$ cat src/rtl/tlc_pkg.sv
// Shared types, light codes and phase helpers for the T-junction traffic light controller.
package tlc_pkg;

    typedef logic [2:0] light_t;

    localparam light_t RED    = 3'b100;
    localparam light_t YELLOW = 3'b010;
    localparam light_t GREEN  = 3'b001;

    typedef enum logic [2:0] {
        S1 = 3'd0,
        S2 = 3'd1,
        S3 = 3'd2,
        S4 = 3'd3,
        S5 = 3'd4,
        S6 = 3'd5
    } state_t;

    typedef enum logic [1:0] {
        DUR_MG = 2'd0,
        DUR_Y  = 2'd1,
        DUR_TG = 2'd2,
        DUR_SG = 2'd3
    } dur_sel_t;

    function automatic dur_sel_t dur_sel(input state_t s);
        dur_sel_t sel;
        case (s)
            S1:         sel = DUR_MG;
            S2, S4, S6: sel = DUR_Y;
            S3:         sel = DUR_TG;
            S5:         sel = DUR_SG;
            default:    sel = DUR_MG;
        endcase
        return sel;
    endfunction

    function automatic state_t next_phase(input state_t s);
        state_t nxt;
        case (s)
            S1:      nxt = S2;
            S2:      nxt = S3;
            S3:      nxt = S4;
            S4:      nxt = S5;
            S5:      nxt = S6;
            S6:      nxt = S1;
            default: nxt = S1;
        endcase
        return nxt;
    endfunction

    // Counter width able to hold 0..n-1, never narrower than one bit.
    function automatic int unsigned width_of(input int unsigned n);
        return (n > 32'd1) ? $clog2(n) : 32'd1;
    endfunction

endpackage

$ cat src/rtl/tlc_sec_tick.sv
// Seconds prescaler: emits a one-cycle tick every CLK_PER_SEC clock cycles.
module tlc_sec_tick
    import tlc_pkg::*;
#(
    parameter int CLK_PER_SEC = 1
) (
    input  logic clk,
    input  logic rst,
    output logic tick
);

    localparam int unsigned PW = width_of(CLK_PER_SEC);
    localparam logic [PW-1:0] P_LAST = PW'(CLK_PER_SEC - 1);
    localparam logic [PW-1:0] P_ONE  = PW'(1);

    logic [PW-1:0] r_cnt;

    // Free-running 0..CLK_PER_SEC-1 counter, wrapping in the tick cycle.
    always_ff @(posedge clk) begin
        if (rst) begin
            r_cnt <= '0;
        end else if (r_cnt == P_LAST) begin
            r_cnt <= '0;
        end else begin
            r_cnt <= r_cnt + P_ONE;
        end
    end

    assign tick = (r_cnt == P_LAST);

endmodule

$ cat src/rtl/traffic_light_ctrl.sv
// Six-phase timed Moore FSM driving four one-hot {R,Y,G} signal heads at a T-junction.
module traffic_light_ctrl
    import tlc_pkg::*;
#(
    parameter int CLK_PER_SEC = 1,
    parameter int T_MG        = 7,
    parameter int T_Y         = 2,
    parameter int T_TG        = 5,
    parameter int T_SG        = 3
) (
    input  logic       clk,
    input  logic       rst,
    output logic [2:0] light_M1,
    output logic [2:0] light_S,
    output logic [2:0] light_M2,
    output logic [2:0] light_MT
);

    localparam int MAX_A   = (T_MG > T_Y) ? T_MG : T_Y;
    localparam int MAX_B   = (T_TG > T_SG) ? T_TG : T_SG;
    localparam int MAX_DUR = (MAX_A > MAX_B) ? MAX_A : MAX_B;
    localparam int unsigned TW = width_of(MAX_DUR);

    localparam logic [TW-1:0] T_LAST_MG = TW'(T_MG - 1);
    localparam logic [TW-1:0] T_LAST_Y  = TW'(T_Y - 1);
    localparam logic [TW-1:0] T_LAST_TG = TW'(T_TG - 1);
    localparam logic [TW-1:0] T_LAST_SG = TW'(T_SG - 1);
    localparam logic [TW-1:0] T_ONE     = TW'(1);

    logic          w_tick;
    logic          w_phase_end;
    logic [TW-1:0] w_last;
    logic [TW-1:0] r_timer;
    logic [TW-1:0] w_timer_nxt;
    state_t        r_state;
    state_t        w_state_nxt;
    light_t        w_m1;
    light_t        w_m2;
    light_t        w_mt;
    light_t        w_s;

    tlc_sec_tick #(
        .CLK_PER_SEC (CLK_PER_SEC)
    ) u_sec_tick (
        .clk  (clk),
        .rst  (rst),
        .tick (w_tick)
    );

    // Last timer value of the current phase, in seconds minus one.
    always_comb begin
        w_last = T_LAST_MG;
        case (dur_sel(r_state))
            DUR_MG:  w_last = T_LAST_MG;
            DUR_Y:   w_last = T_LAST_Y;
            DUR_TG:  w_last = T_LAST_TG;
            DUR_SG:  w_last = T_LAST_SG;
            default: w_last = T_LAST_MG;
        endcase
    end

    assign w_phase_end = w_tick && (r_timer == w_last);

    // Phase sequencing; unused encodings fall back to S1 with a cleared timer.
    always_comb begin
        w_state_nxt = r_state;
        w_timer_nxt = r_timer;
        case (r_state)
            S1, S2, S3, S4, S5, S6: begin
                if (w_phase_end) begin
                    w_state_nxt = next_phase(r_state);
                    w_timer_nxt = '0;
                end else if (w_tick) begin
                    w_state_nxt = r_state;
                    w_timer_nxt = r_timer + T_ONE;
                end else begin
                    w_state_nxt = r_state;
                    w_timer_nxt = r_timer;
                end
            end
            default: begin
                w_state_nxt = S1;
                w_timer_nxt = '0;
            end
        endcase
    end

    // State and timer registers; reset wins over a coincident phase end.
    always_ff @(posedge clk) begin
        if (rst) begin
            r_state <= S1;
            r_timer <= '0;
        end else begin
            r_state <= w_state_nxt;
            r_timer <= w_timer_nxt;
        end
    end

    // Head decode; an illegal state shows all-red.
    always_comb begin
        w_m1 = RED;
        w_m2 = RED;
        w_mt = RED;
        w_s  = RED;
        case (r_state)
            S1: begin w_m1 = GREEN;  w_m2 = GREEN;  w_mt = RED;    w_s = RED;    end
            S2: begin w_m1 = GREEN;  w_m2 = YELLOW; w_mt = RED;    w_s = RED;    end
            S3: begin w_m1 = GREEN;  w_m2 = RED;    w_mt = GREEN;  w_s = RED;    end
            S4: begin w_m1 = YELLOW; w_m2 = RED;    w_mt = YELLOW; w_s = RED;    end
            S5: begin w_m1 = RED;    w_m2 = RED;    w_mt = RED;    w_s = GREEN;  end
            S6: begin w_m1 = RED;    w_m2 = RED;    w_mt = RED;    w_s = YELLOW; end
            default: begin w_m1 = RED; w_m2 = RED; w_mt = RED; w_s = RED; end
        endcase
    end

    assign light_M1 = w_m1;
    assign light_M2 = w_m2;
    assign light_MT = w_mt;
    assign light_S  = w_s;

endmodule

$ cat config.mk
export PLATFORM = sky130hd
export DESIGN_NAME = traffic_light_ctrl
export DESIGN_NICKNAME = d
export VERILOG_FILES = /design/src/rtl/tlc_pkg.sv /design/src/rtl/tlc_sec_tick.sv /design/src/rtl/traffic_light_ctrl.sv
export SDC_FILE = /design/constraint.sdc
export NUM_CORES = 1
export LEC_CHECK = 0
export BUFFER_PORTS_ARGS = -buffer_cell sky130_fd_sc_hd__clkbuf_2
export CORE_AREA = 2 2 39 41
export DETAILED_ROUTE_END_ITERATION = 10
export DIE_AREA = 0 0 41 43
export HOLD_SLACK_MARGIN = 0.15
export PLACE_DENSITY = 0.57
export SLEW_MARGIN = 0
export SYNTH_ARGS = -nofsm -noshare
export SYNTH_HDL_FRONTEND = slang
export SYNTH_SLANG_ARGS = --single-unit
export TNS_END_PERCENT = 10
$ cat constraint.sdc
create_clock -name clk -period 2.1 [get_ports clk]
set_clock_uncertainty 0.05 [all_clocks]
set_input_delay 0.21 -clock clk [delete_from_list [all_inputs] [get_ports clk]]
set_output_delay 0.21 -clock clk [all_outputs]
set_load 0.05 [all_outputs]
==> results by group, run 1 <==
Critical path
  • Worst path max stage delay: 0.60 ns
  • Worst setup SP type: register
  • Crit Path Class: reg2out
  • CP required: 1.84 ns
  • Crit. End Element: primary output
  • CP cell instances: or2b_1 -> nor2_1 -> clkbuf_2
  • Max Fanout on Critical Path: 13
  • Critical Path AT: 1.54 ns
  • Slowest cell on crit path: dfxtp_1

Yosys
  • #FFs+latches synth: 7
  • Number of library cell types mapped by synthesis: 32
  • Count leader, synth: nor2_1
  • Synth async-reset ratio: 0%
  • Synth top area share: 28.2%
  • Most frequent cells after synthesis: nor2_1 (16), dfxtp_1 (7), mux2i_1 (3), o21ai_0 (3)
  • Mapped Nets: 65
  • Top cells by area, synth: dfxtp_1 (28%), nor2_1 (12%), mux2i_1 (6.0%), buf_6 (4.5%), xnor2_1 (3.5%)
  • Ys Warns: 0
  • Seq/Total Area, Yosys: 28.2%
  • Number of synthesized flops with an enable pin: 0
  • Post-Syn Instances: 62
  • Post-Syn Area: 497 um2
  • Predominant post-synthesis flop cell: dfxtp_1
  • Syn_area_per_cell: 8.01 um2
  • Yosys top cell by area: dfxtp_1

Detailed routing
  • Met2 wire length: 434 um
  • Wire per inst: 10.1 um
  • DRT Pass-1 Iters: 4
  • Final ANT Viol Nets: 0
  • Via density: 4.90
  • Metal3 WL: 18 um
  • Initial DRC Count: 9
  • Post-route DRC violation count: 0
  • Met1 WL: 445 um
  • Top sig layer: met4
  • Routed WL: 918 um
  • Via count: 446

Clocking
  • H-tree Lvls: 1
  • Setup Buffers After CTS: 0
  • Cts hold-fix bufs: 0
  • Clock Pin Slew Worst Setup and Hold Paths: 0.05 ns
  • Clock latency on the worst-skew pair: 0.25 ns
  • CTS Sinks: 7
  • Root buffer cell: clkbuf_4
  • Maximum buffer depth of the clock tree: 2
  • CTS buffer count: 3
  • CTS tree: done
  • CTS resizes: 0

Global route
  • Antenna violations before repair: 0
  • Number of global-route vias before repair: 332
  • First-pass GRT wire length: 1.45 mm
  • GRT Util Overall: 12.3%
  • Largest net degree at the start of global routing: 15
  • Gr ovfl total: 0

Power
  • Sequential share of power: 31.7%
  • Leak pwr: 0.248 nW
  • Total power: 0.711 mW
  • Int Power: 0.359 mW
  • Logic gate share of total power: 51.2%
  • Max IR drop VDD: 0.000503 V
  • Pwr/cell area: 1250 nW/um2
  • Net Sw Frac: 49.5%
  • NetSw: 0.352 mW
  • Clock Power Share: 17.1%

Layout
  • Number of diodes: 0
  • Share of layout cells above drive strength 1: 30.7%
  • Layout Nets: 79
  • Area Growth Syn to Fin: 14.6%

Floorplan
  • Die area: 1760 um2
  • Die W: 41 um
  • Core box area: 1380 um2
  • Row count: 14
  • Top Ports: 14
  • Starting density of the core: 35.9%
  • Die height: 43 um

STA
  • Final Hold Viols: 0
  • Count of final setup violators: 0
  • Tcrit/Tclk final: 85.9%
  • Final Max Slew Viols: 0
  • Fin Setup TNS: 0 ns
  • FMAX: 554 MHz
  • PnR worst setup slack: 0.295 ns
  • RSZ-0062 raised after global routing: no
  • Min Tclk post-route: 1.80 ns

Min path
  • Worst min path class: in2reg

Placed design
  • Number of port buffers: 13
  • RePlAce Congestion: 0.709
  • Pre-CTS WS: 0.429 ns
  • Post-DP HPWL: 643 um

Outcome
  • Status: complete, no violations

Run
  • Max-Cap Viols: 0
==> kinds of logic after synthesis <==
logic type | count (synthesis) | synth area share (%)
fa+ha+maj | 1 | 2.52
compound gates | 12 | 17.4
xor+xnor | 3 | 5.29
mux | 3 | 6.05
simple gates | 30 | 31.2
buf+inv | 5 | 8.56
flops | 7 | 28.2
other cells | 1 | 0.755
==> per-stage QoR <==
| stage | utilization (%) | std cells | hold WS [ns] | area, um2 |
|---|---|---|---|---|
| 4_1_cts | 41.1 | 91 | 0.214 | 569 |
| 3_3_place_gp | 39.2 | 87 | 0.478 | 543 |
| 6_report | 41.1 | 91 | 0.227 | 569 |
| 3_5_place_dp | 39.2 | 87 | 0.478 | 543 |
| 5_1_grt | 41.1 | 91 | 0.232 | 569 |
| 2_1_floorplan | - | 62 | 0.337 | 497 |
==> sequential cells by signal, indices dropped and copies added (netlist names) <==
name,cells
r_state,3
r_timer,3
u_sec_tick.r_cnt,1
==> critical path, delay by kind of cell, from the launching register on <==
family	cells	cell delay [ns]
buffers and inverters	1	0.28
DFF	1	0.60
and+or+nand+nor	2	0.41
==> routing by layer <==
metal,vias up,global-route usage [%]
met5,-,0
met4,0,8.00
met1,205,17.4
met3,4,4.71
met2,4,15.0
li1,233,-
==> final timing paths <==
kind                    start    endpoint  slack [ns]  depth (start not counted)
min reg2reg  u_sec_tick.r_cnt  r_timer[0]        0.54                          2
max reg2reg        r_state[0]  r_state[0]        0.41                          5
max                r_state[2]  light_S[0]        0.30                          3
min                       rst  r_state[1]        0.23                          3
==> power by group through the flow <==
stage	clock, mW	combinational (mW)	sequential (mW)
after CTS	0.128	0.367	0.223
after global placement	0	0.363	0.226
after global routing	0.133	0.396	0.234
after detailed placement	0	0.366	0.227
final	0.121	0.364	0.226
after floorplan	0	0.353	0.190
==> layout by cell type (no fill, tap or decap), drive strengths merged, types with 2 or more instances in the layout <==
cell,n
o21ai,4
nor2,16
or2,3
clkbuf,17
a21boi,2
or2b,2
xnor2,2
dfxtp,7
a21oi,3
mux2i,3
or3,2
==> cell type report <==
type,instances,area (um2)
sequential,7,140
tap,16,20.0
fill,148,815
clock buffer,4,26.3
inverter,1,3.75
timing repair buffer,13,65.1
multi-input combinational,50,314
Power figures use the tool's default switching activity.
==> run 2: changes to the inputs <==
--- a/config.mk
+++ b/config.mk
@@ -5,13 +5,14 @@
 export SDC_FILE = /design/constraint.sdc
 export NUM_CORES = 1
 export LEC_CHECK = 0
+export ABC_AREA = 1
 export BUFFER_PORTS_ARGS = -buffer_cell sky130_fd_sc_hd__clkbuf_2
 export CORE_AREA = 2 2 39 41
 export DETAILED_ROUTE_END_ITERATION = 10
 export DIE_AREA = 0 0 41 43
 export HOLD_SLACK_MARGIN = 0.15
-export PLACE_DENSITY = 0.57
-export SLEW_MARGIN = 0
+export PLACE_DENSITY = 0.52
+export SLEW_MARGIN = 20
 export SYNTH_ARGS = -nofsm -noshare
 export SYNTH_HDL_FRONTEND = slang
 export SYNTH_SLANG_ARGS = --single-unit
==> results by group, run 2 <==
Layout
  • Fin area: 528 um2
  • Most frequent cells in the layout: nand2_1 (24), clkbuf_2 (13), nor2_1 (12)
  • Share of layout cells above drive strength 1: 24.4%
  • Biggest regs: r_state (3), r_timer (3), u_sec_tick.r_cnt (1)
  • Commonest non-fill, non-tap cell in the layout: nand2_1
  • Area Growth Syn to Fin: 22.7%
  • Layout Nets: 90
  • Non-Filler Instances: 102
  • Number of diodes: 0

Critical path
  • Crit Path Class: reg2out
  • Worst Reg2Reg Path Length in Cells: 7
  • Reg-to-reg endpoint: r_timer[2]
  • CP required: 1.84 ns
  • CP startpoint: r_state[0]
  • Crit. End Element: primary output
  • FF-to-FF setup slack: 0.68 ns
  • Worst setup SP type: register
  • Max Fanout on Critical Path: 10
  • Critical Path AT: 1.33 ns
  • Reg2reg start: r_state[0]

Yosys
  • Ys Warns: 0
  • Number of library cell types mapped by synthesis: 17
  • Most frequent cells after synthesis: nand2_1 (24), nor2_1 (12), dfxtp_1 (7), inv_1 (6), nand3_1 (5)
  • Number of synthesized flops with an enable pin: 0
  • Seq/Total Area, Yosys: 32.6%
  • Top cells by area, synth: dfxtp_1 (33%), nand2_1 (21%), nor2_1 (10%), nand3_1 (5.8%), inv_1 (5.2%)
  • Yosys top cell by area: dfxtp_1
  • Count leader, synth: nand2_1
  • Mapped Nets: 74
  • #FFs+latches synth: 7
  • Synth async-reset ratio: 0%
  • Post-Syn Area: 430 um2
  • Post-Syn Instances: 71
  • Syn_area_per_cell: 6.06 um2
  • Predominant post-synthesis flop cell: dfxtp_1
  • Synth top area share: 32.6%

STA
  • Final Hold Viols: 0
  • Final Max Slew Viols: 0
  • Min Tclk post-route: 1.59 ns
  • Count of final setup violators: 0
  • Fin Setup TNS: 0 ns
  • PnR worst setup slack: 0.506 ns
  • FMAX: 627 MHz
  • Tcrit/Tclk final: 75.9%
  • RSZ-0062 raised after global routing: no

Detailed routing
  • Final ANT Viol Nets: 0
  • Post-route DRC violation count: 0
  • Via count: 449
  • DRT Pass-1 Iters: 2
  • Initial DRC Count: 2
  • Wire per inst: 8.90 um
  • Routed WL: 908 um
  • Via density: 4.40

Clocking
  • CTS Sinks: 7
  • H-tree Lvls: 1
  • Clock latency on the worst-skew pair: 0.25 ns
  • Maximum buffer depth of the clock tree: 2
  • CTS tree: done
  • CTS resizes: 0
  • Clock Pin Slew Worst Setup and Hold Paths: 0.05 ns
  • Root buffer cell: clkbuf_4
  • Setup Buffers After CTS: 0
  • Cts hold-fix bufs: 0
  • CTS buffer count: 3

Placed design
  • RePlAce Congestion: 0.683
  • Post-DP HPWL: 706 um
  • Pre-CTS WS: 0.679 ns
  • DP Area: 502 um2
  • Inst Count DP: 98
  • Number of port buffers: 13

Global route
  • GRT Util Overall: 11.8%
  • Largest net degree at the start of global routing: 11
  • Antenna violations before repair: 0
  • Number of global-route vias before repair: 344
  • Gr ovfl total: 0
  • First-pass GRT wire length: 1.34 mm

Run
  • Max-Cap Viols: 0

Power
  • Total power: 0.286 mW
  • Leak pwr: 0.277 nW
  • Max IR drop VDD: 0.000239 V
  • Pwr/cell area: 542 nW/um2

Floorplan
  • Core box area: 1380 um2
  • Top Ports: 14
  • Die W: 41 um
  • Starting density of the core: 31.1%
  • Row count: 14
  • Die height: 43 um
  • Die area: 1760 um2

Min path
  • Hold Path Stages: 4
  • End of the worst hold path: r_state[0]
  • Worst min path class: in2reg
  • Worst hold path startpoint: rst

Outcome
  • Status: complete, no violations
[run 2: cell types whose count changed after synthesis, moves of 3 or more]
cell / previous run / this run
inv_1: 1 / 6
mux2i_1: 3 / 0
nand2_1: 1 / 24
nand3_1: 0 / 5
nor2_1: 16 / 12
o21ai_0: 3 / 0
[run 2: area by class of cell]
type / instances / area, um2
Fill cell: 170 / 856
Multi-Input combinational cell: 55 / 250
Sequential cell: 7 / 140
Timing Repair Buffer: 13 / 65.1
Clock buffer: 4 / 26.3
Inverter: 7 / 26.3
Tap cell: 16 / 20.0
[run 2: worst max path at each step]
stage / end / slack, ns / cells after the start
after floorplan: light_M1[1] / 0.26 / 3
after global placement: r_timer[1] / 0.68 / 8
after detailed placement: r_timer[2] / 0.68 / 7
after CTS: light_M2[1] / 0.49 / 3
after global routing: light_MT[1] / 0.40 / 3
final: light_M2[1] / 0.51 / 3
[run 2: cells by family after synthesis]
family          after synthesis  synth area share, %
other cells                   1                0.871
buf+inv                       9                 9.30
fa+ha+maj                     1                 2.91
flops                         7                 32.6
xor+xnor                      1                 2.04
compound gates                6                 7.56
simple gates                 46                 44.8
[run 2: report_power, final]
part	total, mW	switching (mW)	internal [mW]
clock network	0.123	0.0505	0.0726
registers	0.144	0.00539	0.138
logic	0.0196	0.0109	0.00876
total	0.286	0.0667	0.219
[run 2: per-layer routing]
layer	wire length (um)	up-vias	part of all wire (%)	track usage, %
li1	-	248	-	-
met5	0	-	0	0
met4	40	0	4.4	12.0
met1	467	179	51	16.1
met3	63	5	6.9	3.14
met2	337	17	37	13.4
[run 2: stage by stage]
| stage | util [%] | hold WS, ns |
|---|---|---|
| final | 38.2 | 0.172 |
| after floorplan | - | 0.332 |
| after CTS | 38.2 | 0.168 |
| after detailed placement | 36.3 | 0.431 |
| after global placement | 36.3 | 0.435 |
| after global routing | 38.2 | 0.188 |
[run 2: critical path, cell delays in order, from the launching register on]
cell and delay, ns:
dfxtp_1 0.54, nand2_1 0.16, nor2_1 0.11, clkbuf_2 0.28
